[src/rtl/sub_serial.sv]
// Digit-serial unsigned subtractor: O = I0 - I1 - BIN, DIGIT bits per clock.
// Valid/ready on both sides; borrow is chained between digits as an inverted carry.
module sub_serial #(
   parameter int WIDTH = 16,
   parameter int DIGIT = 4
) (
   input  logic             CLK,
   input  logic             RESETN,
   input  logic [WIDTH-1:0] I0,
   input  logic [WIDTH-1:0] I1,
   input  logic             BIN,
   input  logic             VALID_IN,
   output logic             READY_OUT,
   output logic [WIDTH-1:0] O,
   output logic             BOUT,
   output logic             ZERO,
   output logic             VALID_OUT,
   input  logic             READY_IN
);

   localparam int N  = WIDTH / DIGIT;
   localparam int CW = (N > 1) ? $clog2(N) : 1;

   typedef enum logic [1:0] {
      IDLE,
      RUN,
      DONE
   } state_t;

   state_t           state;
   state_t           state_nxt;
   logic [WIDTH-1:0] a_sr;
   logic [WIDTH-1:0] b_sr;
   logic [WIDTH-1:0] res_sr;
   logic [WIDTH-1:0] res_nxt;
   logic [DIGIT:0]   sum;
   logic [CW-1:0]    cnt;
   logic             carry;
   logic             last;
   logic             accept;

   // One digit per clock; the new digit enters the result from the top.
   always_comb begin
      sum = {1'b0, a_sr[DIGIT-1:0]}
          + {1'b0, ~b_sr[DIGIT-1:0]}
          + {{DIGIT{1'b0}}, carry};
      res_nxt = WIDTH'({sum[DIGIT-1:0], res_sr} >> DIGIT);
      last    = (cnt == CW'(N - 1));
      accept  = VALID_IN & READY_OUT;
   end

   always_ff @(posedge CLK or negedge RESETN) begin
      if (!RESETN) begin
         state <= IDLE;
      end else begin
         state <= state_nxt;
      end
   end

   always_comb begin
      state_nxt = state;
      READY_OUT = 1'b0;
      VALID_OUT = 1'b0;
      unique case (state)
         IDLE: begin
            READY_OUT = 1'b1;
            if (VALID_IN) state_nxt = RUN;
         end
         RUN: begin
            if (last) state_nxt = DONE;
         end
         DONE: begin
            VALID_OUT = 1'b1;
            READY_OUT = READY_IN;
            if (READY_IN) state_nxt = VALID_IN ? RUN : IDLE;
         end
         default: state_nxt = IDLE;
      endcase
   end

   always_ff @(posedge CLK or negedge RESETN) begin
      if (!RESETN) begin
         a_sr   <= '0;
         b_sr   <= '0;
         res_sr <= '0;
         carry  <= 1'b0;
         cnt    <= '0;
         O      <= '0;
         BOUT   <= 1'b0;
         ZERO   <= 1'b0;
      end else if (accept) begin
         a_sr   <= I0;
         b_sr   <= I1;
         res_sr <= '0;
         carry  <= ~BIN;
         cnt    <= '0;
      end else if (state == RUN) begin
         a_sr   <= a_sr >> DIGIT;
         b_sr   <= b_sr >> DIGIT;
         res_sr <= res_nxt;
         carry  <= sum[DIGIT];
         cnt    <= cnt + CW'(1);
         if (last) begin
            O    <= res_nxt;
            BOUT <= ~sum[DIGIT];
            ZERO <= (res_nxt == '0);
         end
      end
   end

endmodule

[config.mk]
export PLATFORM = sky130hd
export DESIGN_NAME = sub_serial
export DESIGN_NICKNAME = d
export VERILOG_FILES = /design/src/rtl/sub_serial.sv
export SDC_FILE = /design/constraint.sdc
export NUM_CORES = 1
export LEC_CHECK = 0
export CAP_MARGIN = 20
export CORE_MARGIN = 3
export CORE_UTILIZATION = 40
export DETAILED_ROUTE_END_ITERATION = 8
export PLACE_DENSITY = 0.6
export SYNTH_ARGS = -nofsm -noshare
export SYNTH_HDL_FRONTEND = slang
export SYNTH_SLANG_ARGS = --single-unit
[constraint.sdc]
create_clock -name CLK -period 4 [get_ports CLK]
set_input_delay 0.6 -clock CLK [delete_from_list [all_inputs] [get_ports CLK]]
set_output_delay 0.6 -clock CLK [all_outputs]
set_load 0.01 [all_outputs]
==> results.yml <==
sta:
  min_period_ns: 2.441
  finalWorstSetupSlack_ns: 1.559
  post-route-period-util_pct: 61.02
  setup-tns-final_ns: 0
  achievable-frequency_mhz: 409.7
  hold_viol_final: 0
  final_slew_violations: 0
  fin_worst_skew_ns: 0.005114
  final_setup_violations: 0
  worst_slew_margin_rel_pct: 34.40
  setup_repair_after_global_routing_missed_its_margin: "false"
  tightest_slew_ns: 0.9840
layout:
  diodes: 0
  post_route_cells_drive_above_1_share_pct: 10.53
  nNetsFinal: 380
  layout.cells.non_filler: 438
  flow.area_growth_from_synthesis_pct: 28.94
global_route:
  grt_start_max_net_pins: 64
  total_grt_usage_pct: 14.84
  antenna_violations_before_repair: 0
  grt_first_pass_wirelength_mm: 9.867
  grt.overflow.total: 0
  grt_pass1_vias: 2052
setup_path:
  cpMaxStageDelayCell: "sky130_fd_sc_hd__clkdlybuf4s50_1"
  path_max_fanout: 3
  worst_setup_path_end_kind: "output pin"
  critPathBufInv: 2
  critPathTopFamily: "buffers and inverters"
  cp_slowest_stage_delay_ns: 0.48
  worst_setup_path_start_kind: "input port"
  setup.worst_path.class: "in -> out"
  most_numerous_cell_on_the_critical_path: "sky130_fd_sc_hd__clkdlybuf4s50_1"
  worst-endpoint-arrival_ns: 1.84
  worst-endpoint-required_ns: 3.40
  crit_path_cell_trace: "clkdlybuf4s50_1 > nor2b_1 > nor2_1 > clkdlybuf4s50_1"
synthesis:
  synthesis.yosys.warnings: 0
  yosys.cell_types.count: 33
  synth_seq_cells: 67
  syn_area_per_cell_um2: 10.42
  netlist_area_before_placement_mm2: 0.002949
  post_synthesis_cell_count: 283
  synthesis.nets: 326
  synth_seq_area_share_pct: 56.85
routing:
  vias_per_instance: 4.895
  wirelength_mm: 5.974
  ant_nets: 0
  drt_drc_violations_left: 0
  routed-via-count: 2144
  drt-pass1-iter-count: 4
  wire_per_inst_um: 13.64
  detail_route.iter0.violations: 92
clock_tree:
  numCtsBuffers: 9
  cts_hold_bufs: 0
  cts_root_buf: "sky130_fd_sc_hd__clkbuf_8"
  cts.reportedPaths.clkPinSlew_ns: 0.07
  clock_tree.buffer_depth: 2
  clk_latency_ns: 0.34
  post_cts_resize_count: 0
  number_of_clock_sinks: 67
  tritoncts_clock_tree: "yes"
  postCtsSetupRepairBufs: 0
  cts-htree-levels: 3
power:
  power_per_cell_area_mw_per_mm2: 819.6
  power_leakage_nw: 1.766
  maximum_ir_drop_on_the_vdd_rail_v: 0.0003130
floorplanning:
  die-area_mm2: 0.008439
  die_y_um: 91.87
  io_pins: 57
  floorplan.initialDensity_pct: 42.24
  fp-row-count: 30
  floorplan.die.width_um: 91.87
  floorplan.core_area_mm2: 0.006982
place:
  place_ws_ns: 1.557
  gp_congestion: 0.7308
  hpwlAfterDp_mm: 3.838
  place.port_buffers: 56
  dp_cells: 422
job:
  maxcap_violations: 0
status:
  run_status: "finished clean"
hold_path:
  min_path_type: "in -> async"
-- through the flow --
step	area, um^2	utilization (%)	hold slack [ns]	power (mW)
floorplan	2949	-	0.3044	2.060
global placement	3562	51.02	0.4607	2.435
detailed placement	3562	51.02	0.4648	2.469
CTS	3802	54.46	0.4571	3.153
global route	3802	54.46	0.4869	3.360
finish	3802	54.46	0.4216	3.116
-- placed cells by master (no fill, tap or decap), types with 2 or more instances in the layout --
cell type,synthesis,final
sky130_fd_sc_hd__o22ai_1,3,3
sky130_fd_sc_hd__clkdlybuf4s50_1,0,55
sky130_fd_sc_hd__a21oi_1,4,4
sky130_fd_sc_hd__o21ai_0,29,29
sky130_fd_sc_hd__nand2b_1,2,2
sky130_fd_sc_hd__buf_4,1,4
sky130_fd_sc_hd__dfrtp_1,67,67
sky130_fd_sc_hd__clkinv_2,0,2
sky130_fd_sc_hd__nand2_1,85,85
sky130_fd_sc_hd__a22oi_1,16,16
sky130_fd_sc_hd__nor4_1,2,2
sky130_fd_sc_hd__mux2_4,10,10
sky130_fd_sc_hd__inv_1,10,10
sky130_fd_sc_hd__mux2_2,3,3
sky130_fd_sc_hd__bufinv_16,0,3
sky130_fd_sc_hd__mux2i_1,6,6
sky130_fd_sc_hd__clkbuf_8,0,9
sky130_fd_sc_hd__ha_1,4,4
sky130_fd_sc_hd__xor2_1,2,2
sky130_fd_sc_hd__nor2b_1,2,2
sky130_fd_sc_hd__o21ai_1,4,4
sky130_fd_sc_hd__fa_1,2,2
sky130_fd_sc_hd__nor2_1,4,4
-- synth_stat cells --
master / number / area share, %
sky130_fd_sc_hd__o21ai_0: 29 / 4.9
sky130_fd_sc_hd__mux2_2: 3 / 1.1
sky130_fd_sc_hd__nor2_1: 4 / 0.51
sky130_fd_sc_hd__a21o_1: 1 / 0.25
sky130_fd_sc_hd__nor3_4: 1 / 0.55
sky130_fd_sc_hd__nor3b_1: 1 / 0.25
sky130_fd_sc_hd__mux2_4: 10 / 5.1
sky130_fd_sc_hd__inv_1: 10 / 1.3
sky130_fd_sc_hd__buf_4: 1 / 0.25
sky130_fd_sc_hd__buf_6: 2 / 0.76
sky130_fd_sc_hd__nand2_1: 85 / 11
sky130_fd_sc_hd__xor2_1: 2 / 0.59
sky130_fd_sc_hd__ha_1: 4 / 1.7
sky130_fd_sc_hd__nor4_1: 2 / 0.42
sky130_fd_sc_hd__buf_2: 8 / 1.4
sky130_fd_sc_hd__clkbuf_1: 6 / 0.76
sky130_fd_sc_hd__a22oi_1: 16 / 4.1
sky130_fd_sc_hd__a22o_1: 1 / 0.30
sky130_fd_sc_hd__a221o_1: 1 / 0.34
sky130_fd_sc_hd__o31a_1: 1 / 0.30
sky130_fd_sc_hd__nand2_2: 1 / 0.21
sky130_fd_sc_hd__o22ai_1: 3 / 0.64
sky130_fd_sc_hd__nor4b_1: 1 / 0.30
sky130_fd_sc_hd__fa_1: 2 / 1.4
sky130_fd_sc_hd__a21oi_1: 4 / 0.68
sky130_fd_sc_hd__nor2b_1: 2 / 0.42
sky130_fd_sc_hd__dfrtp_1: 67 / 57
sky130_fd_sc_hd__nand2b_1: 2 / 0.42
sky130_fd_sc_hd__mux2i_1: 6 / 2.0
sky130_fd_sc_hd__and2b_1: 1 / 0.25
sky130_fd_sc_hd__nand4_1: 1 / 0.21
sky130_fd_sc_hd__o21ai_1: 4 / 0.68
sky130_fd_sc_hd__o21bai_1: 1 / 0.25
-- registers in the layout, summed over array words and instances, names as in the netlist --
| signal | flops |
|---|---|
| BOUT | 1 |
| O | 16 |
| ZERO | 1 |
| a_sr | 16 |
| b_sr | 16 |
| carry | 1 |
| cnt | 2 |
| res_sr | 12 |
| state | 2 |
-- layout make-up --
cell class | count | area (um^2)
Clock inverter | 7 | 116.4
Inverter | 10 | 37.54
Multi-Input combinational cell | 189 | 1142
Sequential cell | 67 | 1677
Timing Repair Buffer | 60 | 585.6
Clock buffer | 9 | 123.9
Tap cell | 96 | 120.1
Fill cell | 639 | 3179
-- routing by layer --
| layer | wire length, um | up-vias | share of wire (%) | track usage (%) |
|---|---|---|---|---|
| li1 | - | 1065 | - | - |
| met1 | 2913 | 1014 | 49 | 19.48 |
| met2 | 2661 | 57 | 45 | 22.99 |
| met3 | 311 | 8 | 5.2 | 3.527 |
| met4 | 89 | 0 | 1.5 | 7.426 |
| met5 | 0 | - | 0 | 0 |
-- final timing paths --
check | start | end | slack [ns] | cells after the start
setup / recovery | READY_IN | READY_OUT | 1.56 | 4
hold / removal | RESETN | O[1] | 0.42 | 1
setup reg to reg | b_sr[0] | ZERO | 1.97 | 8
hold reg to reg | a_sr[6] | a_sr[6] | 0.48 | 2
max in group asynchronous | RESETN | a_sr[5] | 2.69 | 2
min in group CLK | a_sr[6] | a_sr[6] | 0.48 | 2
-- logic make-up after synthesis --
kind of cell | Yosys count | share of synthesized area (%)
xor gates and xnor gates | 2 | 0.5941
DFF | 67 | 56.85
adders and majority gates | 6 | 3.055
buffers and inverters | 27 | 4.413
AOI/OAI and AO/OA | 61 | 12.43
and+or+nand+nor | 101 | 14.38
muxes | 19 | 8.273
-- power by group --
group	internal [mW]	total, mW	switching, mW
sequential	0.974	1.16	0.188
combinational	0.607	1.28	0.669
clock	0.413	0.678	0.265
-- worst reg2reg max path: cells and delay by family (launching register included) --
family	cells	cell delay [ns]
fa+ha+maj	2	0.73
simple gates	3	0.59
flops	1	0.36
buf+inv	2	0.15
compound gates	1	0.15
No activity file was read; power rests on OpenSTA's default activity.
